`src/rtl/hall_pulse_gen.sv`:
```
// Programmable Hall-sensor pulse-train generator: burst or continuous square wave.
// Optional macro HALL_BOUNCE_EN adds bounce_en, emulating edge bounce at each rise.
module hall_pulse_gen #(
  parameter int unsigned PERIOD_W = 24,
  parameter int unsigned HIGH_W   = 16,
  parameter int unsigned BURST_W  = 8
) (
  input  logic                clk,
  input  logic                rst,
  input  logic                start,
  input  logic                stop,
  input  logic [PERIOD_W-1:0] period,
  input  logic [HIGH_W-1:0]   high_cycles,
  input  logic [BURST_W-1:0]  burst_len,
`ifdef HALL_BOUNCE_EN
  input  logic                bounce_en,
`endif
  output logic                pulse_out,
  output logic                busy,
  output logic                done,
  output logic [BURST_W-1:0]  pulse_cnt
);

  localparam int unsigned CW = (PERIOD_W > HIGH_W) ? PERIOD_W : HIGH_W;

  typedef enum logic [1:0] {
    IDLE = 2'd0,
    HIGH = 2'd1,
    LOW  = 2'd2
  } state_e;

  state_e              state_q;
  logic [CW-1:0]       phase_q;
  logic [HIGH_W-1:0]   high_q;
  logic [PERIOD_W-1:0] low_q;
  logic [BURST_W-1:0]  burst_q;
  logic                bounce_q;
  logic                pulse_out_q;
  logic                busy_q;
  logic                done_q;
  logic [BURST_W-1:0]  pulse_cnt_q;

  logic [PERIOD_W-1:0] period_d;
  logic [HIGH_W-1:0]   high_raw_d;
  logic [HIGH_W-1:0]   high_d;
  logic [PERIOD_W-1:0] low_d;
  logic                bounce_d;
  logic [CW-1:0]       phase_nxt_c;

  // Clamped configuration, latched only when a start is accepted
  always_comb begin
    period_d   = (period < PERIOD_W'(2)) ? PERIOD_W'(2) : period;
    high_raw_d = (high_cycles == '0) ? HIGH_W'(1) : high_cycles;
    if (CW'(high_raw_d) >= CW'(period_d)) begin
      high_d = HIGH_W'(period_d - PERIOD_W'(1));
    end else begin
      high_d = high_raw_d;
    end
    low_d = period_d - PERIOD_W'(high_d);
`ifdef HALL_BOUNCE_EN
    bounce_d = bounce_en && (high_d >= HIGH_W'(5));
`else
    bounce_d = 1'b0;
`endif
    phase_nxt_c = phase_q + CW'(1);
  end

  // Phase counter runs 1..H in HIGH and 1..(P-H) in LOW
  always_ff @(posedge clk or posedge rst) begin
    if (rst) begin
      state_q     <= IDLE;
      phase_q     <= '0;
      high_q      <= '0;
      low_q       <= '0;
      burst_q     <= '0;
      bounce_q    <= 1'b0;
      pulse_out_q <= 1'b0;
      busy_q      <= 1'b0;
      done_q      <= 1'b0;
      pulse_cnt_q <= '0;
    end else begin
      done_q <= 1'b0;
      case (state_q)
        IDLE: begin
          if (start && !stop) begin
            state_q     <= HIGH;
            phase_q     <= CW'(1);
            high_q      <= high_d;
            low_q       <= low_d;
            burst_q     <= burst_len;
            bounce_q    <= bounce_d;
            pulse_out_q <= 1'b1;
            busy_q      <= 1'b1;
            pulse_cnt_q <= BURST_W'(1);
          end
        end
        HIGH: begin
          if (stop) begin
            state_q     <= IDLE;
            pulse_out_q <= 1'b0;
            busy_q      <= 1'b0;
            done_q      <= 1'b1;
          end else if (phase_q == CW'(high_q)) begin
            state_q     <= LOW;
            phase_q     <= CW'(1);
            pulse_out_q <= 1'b0;
          end else begin
            phase_q     <= phase_nxt_c;
            // Bounce drops the output on the 2nd and 4th high cycle
            pulse_out_q <= !(bounce_q && ((phase_nxt_c == CW'(2)) || (phase_nxt_c == CW'(4))));
          end
        end
        LOW: begin
          if (stop) begin
            state_q     <= IDLE;
            pulse_out_q <= 1'b0;
            busy_q      <= 1'b0;
            done_q      <= 1'b1;
          end else if (phase_q == CW'(low_q)) begin
            if ((burst_q == '0) || (pulse_cnt_q != burst_q)) begin
              state_q     <= HIGH;
              phase_q     <= CW'(1);
              pulse_out_q <= 1'b1;
              pulse_cnt_q <= pulse_cnt_q + BURST_W'(1);
            end else begin
              state_q     <= IDLE;
              busy_q      <= 1'b0;
              done_q      <= 1'b1;
            end
          end else begin
            phase_q <= phase_nxt_c;
          end
        end
        default: begin
          state_q     <= IDLE;
          pulse_out_q <= 1'b0;
          busy_q      <= 1'b0;
        end
      endcase
    end
  end

  assign pulse_out = pulse_out_q;
  assign busy      = busy_q;
  assign done      = done_q;
  assign pulse_cnt = pulse_cnt_q;

endmodule
```
`config.mk`:
```
export PLATFORM = sky130hd
export DESIGN_NAME = hall_pulse_gen
export DESIGN_NICKNAME = d
export VERILOG_FILES = /design/src/rtl/hall_pulse_gen.sv
export SDC_FILE = /design/constraint.sdc
export NUM_CORES = 1
export LEC_CHECK = 0
export ABC_AREA = 1
export CAP_MARGIN = 40
export CELL_PAD_IN_SITES_DETAIL_PLACEMENT = 1
export CELL_PAD_IN_SITES_GLOBAL_PLACEMENT = 1
export CORE_ASPECT_RATIO = 0.6
export CORE_MARGIN = 4
export CORE_UTILIZATION = 46
export DETAILED_ROUTE_END_ITERATION = 6
export GPL_ROUTABILITY_DRIVEN = 0
export PLACE_DENSITY = 0.87
export RECOVER_POWER = 25
export SLEW_MARGIN = 20
export SYNTH_ARGS = -nofsm -noshare
export SYNTH_HDL_FRONTEND = slang
export SYNTH_SLANG_ARGS = --single-unit
```
`constraint.sdc`:
```
create_clock -name clk -period 8.2 [get_ports clk]
set_input_delay 1.64 -clock clk [delete_from_list [all_inputs] [get_ports clk]]
set_output_delay 1.64 -clock clk [all_outputs]
set_load 0.02 [all_outputs]
```
== Word level (Yosys, flattened, before mapping) ==
Cells that the tools add are included.
W data, S select, Z words.

* Reductions and logical operators: 14
* Order comparisons: 2
* Equality and inequality tests: 16
* Add/subtract/negate cells: 4
* Muxes and demuxes: 39

{| class="wikitable"
|+ Operator list
! cell !! number
|-
| $mux W24 || 7
|-
| $pmux W24 S3 || 1
|-
| $mux W16 || 2
|-
| $mux W8 || 4
|-
| $add A24 B1 Y24 const B || 1
|-
| $eq A24 B16 Y1 || 1
|-
| $eq A24 B24 Y1 || 1
|-
| $ge A16 B24 Y1 || 1
|-
| $lt A24 B2 Y1 const B || 1
|-
| $sub A24 B16 Y24 || 1
|-
| $logic_not A16 Y1 || 1
|-
| $pmux W8 S2 || 1
|-
| $sub A16 B1 Y16 const B || 1
|-
| $mux W1 || 15
|-
| $ne A3 B3 Y1 const B || 5
|-
| $ne A2 B2 Y1 const B || 6
|-
| $mux W2 || 5
|-
| $reduce_and A5 Y1 || 2
|-
| $add A8 B1 Y8 const B || 1
|-
| $logic_not A8 Y1 || 1
|-
| $ne A8 B8 Y1 || 1
|-
| $pmux W1 S3 || 2
|-
| $pmux W2 S3 || 1
|-
| $reduce_and A3 Y1 || 2
|-
| other kinds (11) || 11
|}

* Register bits: 85
* Output and inout bits: 11
* Bits of input ports: 52
* Logic and storage cells: 84

== Longest topological paths before layout ==
Gate-level depths: netlist (run 1).

* Depth after elaboration: 6
* Depth in mapped cells: 38
* Mapped depth without buffers: 36

== Least setup slack after synthesis (run 1) ==
OpenSTA, ideal clock, no wires.

* Kind: in2reg
* Start: input port period[14]
* End: register low_q[16]
* Setup time: 0.117 ns
* Buffers on the path: 2
* Required time: 8.083 ns
* Path slack: 2.614 ns
* Stages: 37
* Data arrival time: 5.469 ns
* Cell sequence: clkbuf_1 > nor2_1 > nand2_1 > nor2_1 > nand3_4 > nand2_1 > inv_1 > ha_1 > nand2_1 > nand2_1 > nand2_1 > nand2_1 > nand2_1 > nand2_1 > nand2_1 > nand3_2 > inv_1 > clkbuf_1 > nand2_1 > o21ai_0 > inv_1 > ha_1 > fa_1 > nor2_1 > a211oi_1 > nor2_1 > o21ai_0 > nand2_1 > nand3_1 > nand2_1 > nand3_1 > nand2_1 > nand2_1 > nand2_1 > nand2_1 > nand3_1 > nand2_1

* Longest elaborated chain between the ends: 5
* Elaborated cells between the ends (all ways): 6
* Those cells by class: 2 x add/sub; 2 x order compare; 2 x mux

{| class="wikitable"
|+ Ends and longest elaborated chain
! item !! line !! source
|-
| start, declared || 12 || <nowiki>input logic [PERIOD_W-1:0] period,</nowiki>
|-
| $lt A24 B2 Y1 || 52 || <nowiki>period_d = (period < PERIOD_W'(2)) ? PERIOD_W'(2) : period;</nowiki>
|-
| $mux W24 (*) || 52 ||
|-
| $ge A16 B24 Y1 / $sub A16 B1 Y16 (equally long branches) || 54, 55 ||
|-
| $mux W16 (*) || 54 || <nowiki>if (CW'(high_raw_d) >= CW'(period_d)) begin</nowiki>
|-
| net high_d[0] || 45 || <nowiki>logic [HIGH_W-1:0] high_d;</nowiki>
|-
| $sub A24 B16 Y24 (*) || 59 || <nowiki>low_d = period_d - PERIOD_W'(high_d);</nowiki>
|-
| end signal, assigned || 89 || <nowiki>low_q <= low_d;</nowiki>
|-
| end, declared || 35 || <nowiki>logic [PERIOD_W-1:0] low_q;</nowiki>
|}

The timed path passes the listed nets; every way through them passes the cells marked *.
A chain may end at the register's enable or synchronous reset.

== Final worst setup path (run 1) ==
* Start: input port period[5]
* End: register low_q[16]

The elaborated chain is that of the path after synthesis.

==> results of run 1 <==
-- registers in the layout, indices dropped and copies added, names as in the netlist --
register	flops
busy	1
done	1
state_q	2
pulse_out	1
high_q	16
burst_q	8
low_q	24
phase_q	24
pulse_cnt	8
-- Yosys cell counts, types with 5 or more instances --
library cell and number:
a21oi_1 29, a31oi_1 7, buf_2 9, clkbuf_1 33, dfrtp_1 85, ha_1 30, inv_1 129, nand2_1 282
nand2_2 8, nand3_1 78, nand3_2 12, nand4_1 32, nor2_1 96, nor2_2 11, nor3_1 20, nor3b_1 6
nor4_1 10, o21a_1 5, o21ai_0 54, xnor2_1 18, xor2_1 42
-- area by class of cell --
| type | count | share of cell area (%) |
|---|---|---|
| Inverter | 133 | 6.25 |
| Multi-Input combinational cell | 777 | 52.1 |
| Clock inverter | 5 | 0.938 |
| Clock buffer | 11 | 2.91 |
| Tap cell | 198 | 3.09 |
| Sequential cell | 85 | 26.6 |
| Timing Repair Buffer | 68 | 8.19 |
-- worst register-to-register path: stages, from the launching register on --
cell      delay (ns)
dfrtp_1         0.41
inv_1           0.12
ha_1            0.26
inv_1           0.12
nor3_2          0.15
clkbuf_1        1.41
clkinv_1        0.70
buf_4           0.49
o21ai_0         0.32
-- through the flow --
stage / hold WS [ns] / std cells
6_report: 0.505 / 1277
5_1_grt: 0.531 / 1277
4_1_cts: 0.511 / 1276
3_5_place_dp: 0.496 / 1260
3_3_place_gp: 0.473 / 1260
2_1_floorplan: 0.464 / 1039
-- layer usage --
layer,vias to the layer above,global-route usage (%)
met5,-,0
met4,0,4.02
met3,18,6.30
met2,258,42.7
met1,3584,42.9
li1,3421,-
-- worst min-delay path by stage --
stage	startpoint	endpoint	slack (ns)	cells past startpoint
final	low_q[18]$_DFFE_PP0P_	low_q[18]$_DFFE_PP0P_	0.51	2
after detailed placement	low_q[23]$_DFFE_PP0P_	low_q[23]$_DFFE_PP0P_	0.50	2
after global routing	low_q[3]$_DFFE_PP0P_	low_q[3]$_DFFE_PP0P_	0.53	2
after floorplan	low_q[19]$_DFFE_PP0P_	low_q[19]$_DFFE_PP0P_	0.46	2
after global placement	busy$_DFFE_PP0P_	busy$_DFFE_PP0P_	0.47	2
after CTS	low_q[23]$_DFFE_PP0P_	low_q[23]$_DFFE_PP0P_	0.51	2
-- report_power, final --
group	total [µW]	leakage (µW)	internal [µW]	switching, µW
logic	838	0.00271	291	546
registers	693	0.00110	563	130
clock network	437	0.000153	266	171
total	1970	0.00397	1120	847
-- placed cells by master, fill, tap and decap left out, drive strengths merged, types with 2 or more instances in the layout --
cell | Yosys | routed
a221oi | 2 | 2
xnor2 | 18 | 18
a21o | 4 | 4
nor2 | 108 | 108
nand2 | 290 | 290
o21a | 5 | 5
clkinv | 1 | 4
nand3 | 91 | 91
or2 | 2 | 2
clkbuf | 33 | 14
xor2 | 42 | 42
nor3 | 23 | 23
o21ai | 59 | 59
ha | 30 | 30
nand4 | 33 | 33
dlygate4sd3 | 0 | 5
inv | 132 | 131
a31oi | 7 | 7
buf | 11 | 3
bufinv | 0 | 2
clkdlybuf4s50 | 0 | 57
dfrtp | 85 | 85
o22ai | 4 | 4
nor3b | 6 | 6
nor4 | 10 | 10
a21oi | 30 | 30
a211oi | 3 | 3
-- kinds of logic (layout without fill, tap and decap cells) --
kind of cell	Yosys count	count (layout)	share of synthesized area [%]
DFF	85	85	30.5
muxes	2	2	0.305
xor gates and xnor gates	60	60	7.53
buffers and inverters	177	217	9.85
AOI/OAI and AO/OA	118	118	9.47
adders and majority gates	31	31	5.67
and+or+nand+nor	566	566	36.7
==> impl_metrics.yaml, run 1 <==
detailed_routing:
  drt_iter0_drc: 700
  vias: 7281
  ant_nets: 0
  wl_met3_mm: 1.91
  wl_per_cell_um: 19.2
  dr.pass1.iters: 5
  wl_met2_mm: 10.2
  totalWireLength_mm: 24.5
  route.detailed.drc: 0
  drt-met1-wl_mm: 12.2
  detail_route.vias_per_cell: 5.70
  top_layer: "met4"
clock_tree:
  clk_latency_ns: 0.34
  cts.sinks: 85
  clock_tree.buffer_depth: 2
  postCtsResizedCells: 0
  cts_setup_buffers: 0
  htree_levels: 3
  cts_tree: "done"
  root_buffer: "clkbuf_16"
  cts.clk_slew.worst_paths_ns: 0.06
  numCtsBuffers: 9
  cts_hold_buf: 0
cells_and_area:
  diodes: 0
  final_layout_size_suffix_gt1_share_pct: 5.84
  multi_input_area_um2: 4170
  utilization_pct: 54.6
  fin_area_um2: 8010
  areaGrowthSynthToFinish_pct: 14.8
  fin_nets: 1157
  fill_cells: 1961
  seqCellArea_um2: 2130
synthesis:
  synth_area_leader_cell: "dfrtp_1"
  ys_warn_count: 0
  syn_avg_cell_area_um2: 6.71
  yosysTopAreaCellShare_pct: 30.5
  synthArstFlopShare_pct: 100
  netlist_instances: 1039
  ys_seq_elements: 85
  synth_fp_nets: 1122
  synth_flop_cell: "dfrtp_1"
  synthTopCellsByArea: "dfrtp_1 (30%), nand2_1 (15%), inv_1 (6.9%), nand3_1 (5.6%), ha_1 (5.4%)"
  synth_edf_count: 0
  ys_types: 47
  yosysSeqAreaShare_pct: 30.5
  syn_area_um2: 6980
sta:
  fmax_mhz: 138
  setup_viol: 0
  layout_setup_ws_ns: 0.956
  fin_skew_ns: 0.00837
  slew_headroom_pct: -104
  hold_violations: 0
  rsz0062_at_grt: "false"
  drv_slew: 90
  tightest_slew_ns: 3.06
  finalCriticalPeriod_ns: 7.24
  fin_tns_setup_ns: 0
  min_period_over_period_pct: 88.3
critical_path:
  critical-path-top-delay-family: "simple AND/OR/NAND/NOR gates"
  critical_path_class: "input port to register"
  path_depth: 34
  cp_num_buf_inv: 5
  crit_start: "period[5]"
  cpPeakStageDelay_ns: 0.57
  critical_path_required_ns: 8.41
  reg2reg_from: "state_q[1]$_DFFE_PP0P_"
  end_kind: "register"
  r2r_end: "low_q[8]$_DFFE_PP0P_"
  critPathMaxFanout: 18
  start_kind: "input port"
  critPathCapture: "low_q[16]$_DFFE_PP0P_"
  crit_arrival_ns: 7.45
  ff2ff_setup_slack_ns: 4.13
  cp_slowest_cell: "clkdlybuf4s50_1"
  crit_top_cell: "nand2_1"
  r2r.worst_path.cells: 8
pwr:
  power.density_nw_per_um2: 246
  power_uw: 1970
  ir_worst_vdd_v: 0.000125
  power.leakage_uw: 0.00397
outcome:
  status: "finished with violations"
  violations: "max-capacitance violations, max-slew violations"
place:
  io_buffers: 62
  dp_slack_ns: 0.784
  placed_area_um2: 7700
  dp_hpwl_mm: 19.0
global_routing:
  grt_usage_pct: 28.4
  grt_pass1_vias: 7299
  grt_overflow: 0
  grt_pass1_wl_mm: 39.4
  grt_max_degree: 60
  antenna_found_initial: 0
die:
  fp.dieH_um: 103
  rows: 34
  core_area_um2: 14700
  ioPinCount: 63
  dieArea_um2: 17300
  dieWidth_um: 167
  start_util_pct: 47.5
flow_run:
  maxCapViolations: 3
hold_path:
  min_path_type: "register to register"
No activity file was read; power rests on OpenSTA's default activity.
==> inputs of run 2 (changes only) <==
--- a/config.mk
+++ b/config.mk
@@ -6,7 +6,6 @@
 export NUM_CORES = 1
 export LEC_CHECK = 0
 export ABC_AREA = 1
-export CAP_MARGIN = 40
 export CELL_PAD_IN_SITES_DETAIL_PLACEMENT = 1
 export CELL_PAD_IN_SITES_GLOBAL_PLACEMENT = 1
 export CORE_ASPECT_RATIO = 0.6
==> run 2 against run 1 <==
The run still ends with max-capacitance violations, max-slew violations left. Register-to-register slack lost 0.06 ns. Design area is essentially flat. Total power is essentially flat. Combinational power is essentially flat. Flip-flop and latch count is the same. Clock power is essentially flat. Routed wire length is essentially flat. Largest power group unchanged.
==> impl_metrics.yaml, run 2 (synthesis gave the netlist of run 1 again) <==
outcome:
  status: "finished with violations"
  violations: "max-capacitance violations, max-slew violations"
global_routing:
  grt_usage_pct: 28.4
  grt_pass1_vias: 7299
  grt_max_degree: 60
  grt_pass1_wl_mm: 39.4
  antenna_found_initial: 0
  grt_overflow: 0
sta:
  rsz0062_at_grt: "false"
  min_period_over_period_pct: 88.3
  hold_violations: 0
  fin_skew_ns: 0.00805
  fin_tns_setup_ns: 0
  finalCriticalPeriod_ns: 7.24
  slew_headroom_pct: -105
  drv_slew: 90
  layout_setup_ws_ns: 0.957
  tightest_slew_ns: 3.08
  setup_viol: 0
  fmax_mhz: 138
detailed_routing:
  dr.pass1.iters: 5
  detail_route.vias_per_cell: 5.71
  drt_iter0_drc: 766
  totalWireLength_mm: 24.5
  vias: 7284
  ant_nets: 0
  wl_per_cell_um: 19.2
  route.detailed.drc: 0
cells_and_area:
  layout.cells.most_common: "nand2_1"
  areaGrowthSynthToFinish_pct: 14.7
  final_layout_size_suffix_gt1_share_pct: 5.75
  multi_input_area_um2: 4170
  largestRegisters: "low_q (24), phase_q (24), high_q (16)"
  diodes: 0
  fin_nets: 1156
  mostFrequentLayoutCells: "nand2_1 (282), inv_1 (128), nor2_1 (96), dfrtp_1 (85), nand3_1 (78)"
  seqCellArea_um2: 2130
  fill_cells: 1960
die:
  ioPinCount: 63
  start_util_pct: 47.5
  rows: 34
  dieArea_um2: 17300
  dieWidth_um: 167
  fp.dieH_um: 103
  core_area_um2: 14700
hold_path:
  min_path_cells: 2
  holdPathEnd: "low_q[18]$_DFFE_PP0P_"
  min_path_type: "register to register"
  hp-start: "low_q[18]$_DFFE_PP0P_"
pwr:
  ir_worst_vdd_v: 0.000124
  power.density_nw_per_um2: 246
  power.leakage_uw: 0.00396
place:
  dp_slack_ns: 0.784
  io_buffers: 62
  dp_hpwl_mm: 19.0
clock_tree:
  cts.sinks: 85
  clock_tree.buffer_depth: 2
  clk_latency_ns: 0.34
  cts_hold_buf: 0
  cts.clk_slew.worst_paths_ns: 0.06
  numCtsBuffers: 9
  htree_levels: 3
  postCtsResizedCells: 0
  root_buffer: "clkbuf_16"
  cts_tree: "done"
  cts_setup_buffers: 0
critical_path:
  critPathMaxFanout: 18
  end_kind: "register"
  ff2ff_setup_slack_ns: 4.07
  crit_arrival_ns: 7.45
  r2r_end: "low_q[8]$_DFFE_PP0P_"
  cp_num_buf_inv: 5
  critical-path-top-delay-family: "simple AND/OR/NAND/NOR gates"
  critical_path_class: "input port to register"
  cp_slowest_cell: "clkdlybuf4s50_1"
  r2r.worst_path.cells: 8
  reg2reg_from: "state_q[1]$_DFFE_PP0P_"
  crit_top_cell: "nand2_1"
  path_depth: 34
  cpPeakStageDelay_ns: 0.57
  start_kind: "input port"
  critical_path_required_ns: 8.41
flow_run:
  maxCapViolations: 3
-- run 2: cell count changes in the layout (fill, tap and decap cells not counted), sizes merged --
cell,delta
clkbuf,-1
-- run 2: layer usage --
metal	track usage (%)	share of wire [%]	vias up
met2	42.7	42	259
met1	42.9	50	3585
met3	6.30	7.8	19
li1	-	-	3421
met4	4.02	0.69	0
met5	0	0	-
-- run 2: stage by stage --
| stage | instances | total power [µW] | utilization (%) | hold slack, ns | instance area [µm²] |
|---|---|---|---|---|---|
| after floorplan | 1039 | 1210 | - | 0.464 | 6980 |
| after global placement | 1260 | 1450 | 52.5 | 0.473 | 7700 |
| after detailed placement | 1260 | 1500 | 52.5 | 0.496 | 7700 |
| after CTS | 1276 | 1960 | 54.6 | 0.511 | 8010 |
| after global routing | 1276 | 2090 | 54.5 | 0.531 | 8000 |
| final | 1276 | 1970 | 54.5 | 0.505 | 8000 |
-- run 2: worst max-delay path by stage --
stage	start	slack [ns]	to
2_1_floorplan	period[14]	2.61	low_q[16]$_DFFE_PP0P_
3_3_place_gp	period[5]	1.02	low_q[18]$_DFFE_PP0P_
3_5_place_dp	period[5]	0.78	low_q[16]$_DFFE_PP0P_
4_1_cts	period[5]	1.11	low_q[16]$_DFFE_PP0P_
5_1_grt	high_cycles[12]	0.37	low_q[16]$_DFFE_PP0P_
6_report	period[5]	0.96	low_q[16]$_DFFE_PP0P_
-- run 2: power breakdown --
part / internal [µW] / leakage (µW) / switching, µW
logic: 291 / 0.00271 / 547
clock network: 266 / 0.000153 / 172
registers: 563 / 0.00110 / 130
-- run 2: layout make-up --
cell class | count | area share, %
repair buffers | 67 | 8.13
clock inverters | 5 | 0.938
clock buffers | 11 | 2.91
well taps | 198 | 3.10
inverters | 133 | 6.25
flip-flops and latches | 85 | 26.6
multi-input cells | 777 | 52.1
-- run 2: worst min-delay path: cells and delay by family, from the launching register on --
kind / cells / cell delay (ns)
flip-flops: 1 / 0.35
AND/OR/NAND/NOR: 2 / 0.12
==> inputs of run 3 (changes only) <==
--- a/config.mk
+++ b/config.mk
@@ -6,15 +6,17 @@
 export NUM_CORES = 1
 export LEC_CHECK = 0
 export ABC_AREA = 1
+export ABC_CLOCK_PERIOD_IN_PS = 8200
 export CELL_PAD_IN_SITES_DETAIL_PLACEMENT = 1
 export CELL_PAD_IN_SITES_GLOBAL_PLACEMENT = 1
-export CORE_ASPECT_RATIO = 0.6
+export CORE_ASPECT_RATIO = 0.9
 export CORE_MARGIN = 4
 export CORE_UTILIZATION = 46
 export DETAILED_ROUTE_END_ITERATION = 6
 export GPL_ROUTABILITY_DRIVEN = 0
 export PLACE_DENSITY = 0.87
 export RECOVER_POWER = 25
+export SKIP_CTS_REPAIR_TIMING = 1
 export SLEW_MARGIN = 20
 export SYNTH_ARGS = -nofsm -noshare
 export SYNTH_HDL_FRONTEND = slang
==> run 3 against run 2 <==
The flow still finishes with violations (max-capacitance violations, max-slew violations). Sequential power is 0.7% higher. Clock skew is 0.0040 ns higher. Routed wire length is 8.3% lower. Register-to-register slack better by 1.2 ns. Clock-buffer cell count is 1 lower. Global-route usage is 1.4 points lower. Combinational power is 5.2% lower. Critical path type unchanged. Critical endpoint is now low_q[12]$_DFFE_PP0P_. Largest cell class unchanged. Highest routed layer unchanged.
==> impl_metrics.yaml, run 3 (synthesis gave the netlist of run 1 again) <==
clock_tree:
  clk_latency_ns: 0.35
  root_buffer: "clkbuf_16"
  cts_tree: "done"
  clock_tree.buffer_depth: 2
  htree_levels: 3
  cts.clk_slew.worst_paths_ns: 0.06
  numCtsBuffers: 9
  cts.sinks: 85
cells_and_area:
  fin_nets: 1155
  diodes: 0
  largestRegisters: "low_q (24), phase_q (24), high_q (16)"
  areaGrowthSynthToFinish_pct: 15.0
  layout.cells.most_common: "nand2_1"
  fill_cells: 1963
  final_layout_size_suffix_gt1_share_pct: 5.94
  mostFrequentLayoutCells: "nand2_1 (282), inv_1 (128), nor2_1 (96), dfrtp_1 (85), nand3_1 (78)"
  utilization_pct: 54.3
hold_path:
  min_path_cells: 2
  min_path_type: "register to register"
  holdPathEnd: "busy$_DFFE_PP0P_"
  hp-start: "busy$_DFFE_PP0P_"
sta:
  rsz0062_at_grt: "false"
  min_period_over_period_pct: 83.0
  slew_headroom_pct: -208
  whs_ns: 0.510
  fin_tns_setup_ns: 0
  setup_viol: 0
  finalCriticalPeriod_ns: 6.81
  fmax_mhz: 147
  tightest_slew_ns: 4.62
  drv_slew: 86
  hold_violations: 0
  fin_skew_ns: 0.0120
critical_path:
  critical_path_class: "input port to register"
  ff2ff_setup_slack_ns: 5.28
  cp_num_buf_inv: 4
  end_kind: "register"
  crit_top_cell: "nand2_1"
  critical_path_required_ns: 8.40
  critPathMaxFanout: 15
  start_kind: "input port"
  crit_arrival_ns: 7.01
  cpPeakStageDelay_ns: 0.53
  reg2reg_from: "pulse_cnt[0]$_DFFE_PP0P_"
  cp_slowest_cell: "clkdlybuf4s50_1"
  critical-path-top-delay-family: "simple AND/OR/NAND/NOR gates"
  r2r.worst_path.cells: 12
  r2r_end: "phase_q[12]$_DFFE_PP0P_"
die:
  fp.dieH_um: 125
  dieArea_um2: 17200
  core_area_um2: 14800
  start_util_pct: 47.2
  rows: 42
  ioPinCount: 63
  dieWidth_um: 138
global_routing:
  grt_overflow: 0
  grt_pass1_wl_mm: 36.9
  grt_usage_pct: 27.0
  grt_pass1_vias: 7097
  grt_max_degree: 86
  antenna_found_initial: 0
detailed_routing:
  drt_iter0_drc: 446
  dr.pass1.iters: 5
  vias: 7021
  detail_route.vias_per_cell: 5.51
  wl_per_cell_um: 17.6
  ant_nets: 0
  route.detailed.drc: 0
  totalWireLength_mm: 22.4
pwr:
  p_switching_uw: 816
  power.leakage_uw: 0.00397
  power_frac_comb_pct: 40.8
  p_sw_share_pct: 41.9
  power.density_nw_per_um2: 243
  clkPwrFrac_pct: 23.4
  p_int_uw: 1130
  ir_worst_vdd_v: 0.000146
  power_uw: 1950
  seqPwrFrac_pct: 35.8
outcome:
  status: "finished with violations"
  violations: "max-capacitance violations, max-slew violations"
place:
  io_buffers: 62
  dp_hpwl_mm: 17.6
flow_run:
  maxCapViolations: 1
run 3: metal layers:
layer  track usage (%)  vias to the layer above  wire length (µm)  part of all wire, %
met3              3.31                       24               937                  4.2
met4              6.16                        0               370                  1.6
met1              38.1                     3441             10500                   47
li1                  -                     3414                 -                    -
met2              44.1                      142             10600                   47
met5                 0                        -                 0                    0
run 3: worst max path at each step:
stage / start / endpoint / slack [ns] / cells past startpoint
after floorplan: period[14] / low_q[16]$_DFFE_PP0P_ / 2.61 / 37
after global placement: period[2] / low_q[20]$_DFFE_PP0P_ / 1.42 / 36
after detailed placement: period[7] / low_q[20]$_DFFE_PP0P_ / 1.35 / 36
after CTS: period[7] / low_q[20]$_DFFE_PP0P_ / 1.52 / 36
after global routing: period[4] / low_q[16]$_DFFE_PP0P_ / 0.86 / 36
final: period[7] / low_q[12]$_DFFE_PP0P_ / 1.39 / 33
run 3: cell type report:
class                           instances  area (µm²)  share of cell area, %
Clock buffer                           10         239                   2.98
Clock inverter                          6        91.3                   1.14
Inverter                              133         500                   6.24
Multi-Input combinational cell        777        4170                   52.0
Sequential cell                        85        2130                   26.5
Tap cell                              198         248                   3.09
Timing Repair Buffer                   66         647                   8.07
run 3: worst reg2reg max path: cells and delay by family (launching register included):
family,cells,cell delay (ns)
AND/OR/NAND/NOR,5,1.06
AO/OA/AOI/OAI,4,0.74
flip-flops,1,0.45
buffers and inverters,2,0.42
XOR/XNOR,1,0.19
run 3: power by group through the flow:
stage               registers [µW]  logic (µW)  clock network [µW]
floorplan                      670         542                   0
global placement               692         741                   0
detailed placement             700         777                   0
CTS                            696         800                 461
global route                   715         898                 480
finish                         697         795                 457
run 3: through the flow:
step | instances | cell area, µm² | setup WS (ns)
after global placement | 1259 | 7690 | 1.42
after detailed placement | 1259 | 7690 | 1.35
after global routing | 1275 | 8020 | 0.864
after floorplan | 1039 | 6980 | 2.61
final | 1275 | 8020 | 1.39
after CTS | 1275 | 8020 | 1.52
==> RTL edit 1 (settings of run 3) <==
Register the inputs `start`, `stop`, `period` and `high_cycles` before use. The logic sees them one clock later.
--- a/src/rtl/hall_pulse_gen.sv
+++ b/src/rtl/hall_pulse_gen.sv
@@ -29,6 +29,18 @@
     LOW  = 2'd2
   } state_e;
 
+  logic start_q;
+  logic stop_q;
+  logic [PERIOD_W-1:0] period_q;
+  logic [HIGH_W-1:0] high_cycles_q;
+
+  always_ff @(posedge clk) begin
+    start_q       <= start;
+    stop_q        <= stop;
+    period_q      <= period;
+    high_cycles_q <= high_cycles;
+  end
+
   state_e              state_q;
   logic [CW-1:0]       phase_q;
   logic [HIGH_W-1:0]   high_q;
@@ -49,8 +61,8 @@
 
   // Clamped configuration, latched only when a start is accepted
   always_comb begin
-    period_d   = (period < PERIOD_W'(2)) ? PERIOD_W'(2) : period;
-    high_raw_d = (high_cycles == '0) ? HIGH_W'(1) : high_cycles;
+    period_d   = (period_q < PERIOD_W'(2)) ? PERIOD_W'(2) : period_q;
+    high_raw_d = (high_cycles_q == '0) ? HIGH_W'(1) : high_cycles_q;
     if (CW'(high_raw_d) >= CW'(period_d)) begin
       high_d = HIGH_W'(period_d - PERIOD_W'(1));
     end else begin
@@ -82,7 +94,7 @@
       done_q <= 1'b0;
       case (state_q)
         IDLE: begin
-          if (start && !stop) begin
+          if (start_q && !stop_q) begin
             state_q     <= HIGH;
             phase_q     <= CW'(1);
             high_q      <= high_d;
@@ -95,7 +107,7 @@
           end
         end
         HIGH: begin
-          if (stop) begin
+          if (stop_q) begin
             state_q     <= IDLE;
             pulse_out_q <= 1'b0;
             busy_q      <= 1'b0;
@@ -111,7 +123,7 @@
           end
         end
         LOW: begin
-          if (stop) begin
+          if (stop_q) begin
             state_q     <= IDLE;
             pulse_out_q <= 1'b0;
             busy_q      <= 1'b0;
Formal check against the unedited RTL: not equivalent (a bounded check fails within 4 cycles, from zero or initial values and one cycle with rst high).
==> RTL edit 1 against run 3 <==
Critical path type is now reg2reg; setup slack improved by 2100 ps; clock skew fell by 4.7 ps; largest cell class unchanged; design area rose by 14%; routed wire length fell by 0.31%; synthesized area rose by 12%; sequential cell count rose by 42; total power rose by 21%; via count rose by 0.26%; clock power rose by 61%; first-iteration DRC count fell by 15%; count of clock-buffer cells in the layout rose by 10; cell count rose by 3.7%; register-to-register slack got worse by 1800 ps; the run still ends with capacitance limit, slew limit left.
==> RTL edit 1: results <==
routing:
  wl_mm: 22.4
  wl_met1_mm: 10.7
  detail_route.iter0.violations: 381
final_layout:
  drive_gt1_frac: 0.0915
  nFillCells: 2054
setup_path:
  crit_type: "reg2reg"
  cp.arrival_ps: 4980
  crit_fanout: 27
  r2r_slack_ps: 3460
  cp_slowest_cell: "o21ai_0"
yosys:
  syn_nets: 1143
  post_synth_num_cell_types: 56
  synth.top_cells.by_count: "266 x nand2_1, 139 x inv_1, 88 x nor2_1"
  synth_fa_ha_area_frac: 0.0505
  synth_xor_xnor_area_share: 0.0616
  synth.area.top_cells: "dfrtp_1 27%, nand2_1 13%, dfxtp_1 11%"
sta:
  finClkSkew_ps: 7.36
  maxSlewHeadroom: -0.692
  slew_violations: 99
pwr:
  vdd_ir_drop_max_mv: 0.141
  cellLeakagePower_nw: 4.44
  power.internal_mw: 1.48
job:
  maxCapViolCount: 2
clocking:
  numCtsBuffers: 17
  htree_levels: 4
run_status:
  violations: "capacitance limit, slew limit"
  status: "complete, but fails checks"
global_route:
  grt_pass1_vias: 7235
  use_met1: 0.340
==> RTL edit 1: cell types whose count changed in the layout (fill, tap and decap cells not counted), sizes merged, moves of 11 or more <==
cell                  run 3  this run
or2                       2        13
nor2                    108        97
nand3                    91        73
clkbuf                   11        22
nand4                    33        18
dlygate4sd3               2        44
dfxtp                     0        42
clkdlybuf4s50            60        18
inv                     133       147
==> RTL edit 1: area by class of cell <==
type | instances | area share
Tap cell | 207 | 0.0284
Clock buffer | 20 | 0.0501
Inverter | 146 | 0.0603
Timing Repair Buffer | 66 | 0.0710
Clock inverter | 12 | 0.0120
Sequential cell | 127 | 0.326
Multi-Input combinational cell | 744 | 0.452
==> RTL edit 1: metrics by stage <==
stage,cell area (sq um),util,worst slack [ps]
6_report,9110,0.555,3460
5_1_grt,9110,0.555,2910
4_1_cts,9120,0.556,3530
3_5_place_dp,8550,0.521,3580
3_3_place_gp,8550,0.521,3870
2_1_floorplan,7830,-,4150
==> RTL edit 2 (flow settings as in run 3) <==
Without the edit above. Change the parameter `BURST_W` from 8 to 9.
--- a/src/rtl/hall_pulse_gen.sv
+++ b/src/rtl/hall_pulse_gen.sv
@@ -3,7 +3,7 @@
 module hall_pulse_gen #(
   parameter int unsigned PERIOD_W = 24,
   parameter int unsigned HIGH_W   = 16,
-  parameter int unsigned BURST_W  = 8
+  parameter int unsigned BURST_W  = 9
 ) (
   input  logic                clk,
   input  logic                rst,
Interface: changed (resized burst_len and pulse_cnt); port bits go from 63 to 65. No check against the original RTL was run, so the function may have changed too.
==> RTL edit 2 against run 3 <==
The flow still finishes with violations (capacitance limit, slew limit); synthesized cell count is 1.9% lower; design area grew 0.19%; total power rose by 0.23%; critical path depth down 1; non-clock buffer count grew 1; combinational power grew 0.8%; maximum frequency up 12%; synthesized area increased by 0.14%; routed wire length down 1.7%; clock power fell by 4.4%; sequential cell count rose by 2; via count decreased by 1.4%; cell count fell by 1.1%; setup slack better by 720 ps.
==> RTL edit 2: results <==
routing:
  wl_met1_mm: 10.6
  wl_met2_mm: 10.3
  detail_route.iter0.violations: 437
  vias: 6922
  wl_mm: 22.1
  dr.pass1.iters: 4
placement:
  io_buffers: 64
  dp.cells: 1245
  place_ws_ps: 1730
yosys:
  syn_inst: 1019
  seq_area_frac_synth: 0.312
  synth.top_cells.by_count: "258 x nand2_1, 133 x inv_1, 87 x dfrtp_1"
  synth.area.top_cells: "dfrtp_1 31%, nand2_1 14%, inv_1 7.1%"
  post_synth_num_cell_types: 52
job:
  maxCapViolCount: 2
sta:
  holdWs_ps: 483
  slew_violations: 90
  finClkSkew_ps: 9.45
  worst_pin_slew_ps: 2910
run_status:
  status: "complete, but fails checks"
  violations: "capacitance limit, slew limit"
setup_path:
  cp.arrival_ps: 6330
  slowest_delay_ps: 560
  crit_fanout: 17
  reg2reg_from: "burst_q[4]"
  cp_slowest_cell: "clkdlybuf4s50_1"
  r2r_slack_ps: 4700
pwr:
  vdd_ir_drop_max_mv: 0.131
  cellLeakagePower_nw: 3.78
  p_per_area_nw_per_um2: 243
final_layout:
  nNetsFinal: 1142
  nFillCells: 1991
  drive_gt1_frac: 0.0715
global_route:
  grt_max_degree: 65
  grt_use_total: 0.265
  grt_pass1_vias: 7194
  grt_pass1_wl_mm: 36.6
clocking:
  numCtsBuffers: 9
min_path:
  hold_end: "pulse_out"
## RTL edit 2: layout make-up
cell class	instances	share of cell area
Sequential cell	87	0.271
Multi-Input combinational cell	755	0.513
Tap cell	198	0.0308
Inverter	138	0.0646
Timing Repair Buffer	67	0.0821
Clock inverter	6	0.00903
Clock buffer	10	0.0297
## RTL edit 2: logic make-up (layout without fill, tap and decap cells)
family                   Yosys count  count (layout)  synth area share
buffers and inverters            177             221            0.0983
flip-flops                        87              87             0.312
AO/OA/AOI/OAI                    124             124            0.0996
adder cells (fa/ha/maj)           31              31            0.0566
XOR/XNOR                          58              58            0.0727
AND/OR/NAND/NOR                  542             542             0.361
## RTL edit 2: worst max-delay path by stage
stage	startpoint	endpoint	slack (ps)	depth (start not counted)
finish	period[4]	low_q[22]	2120	32
global route	period[4]	low_q[18]	1520	32
floorplan	period[11]	low_q[17]	3010	36
global placement	period[4]	low_q[22]	1940	32
detailed placement	period[4]	low_q[22]	1730	32
CTS	period[4]	low_q[22]	2100	32
## RTL edit 2: power breakdown
part	switching (mW)	internal [mW]
clock network	0.188	0.249
registers	0.140	0.575
logic	0.506	0.296
total	0.834	1.12
## RTL edit 2: metal layers
metal,global-route usage,vias to the layer above
li1,-,3374
met1,0.380,3386
met2,0.427,137
met3,0.0355,25
met4,0.0569,0
met5,0,-
## RTL edit 2: tightest hold or removal path, stage by stage (launching register included)
cell     delay [ps]
dfrtp_1         340
nand2_1          50
o21ai_0          60
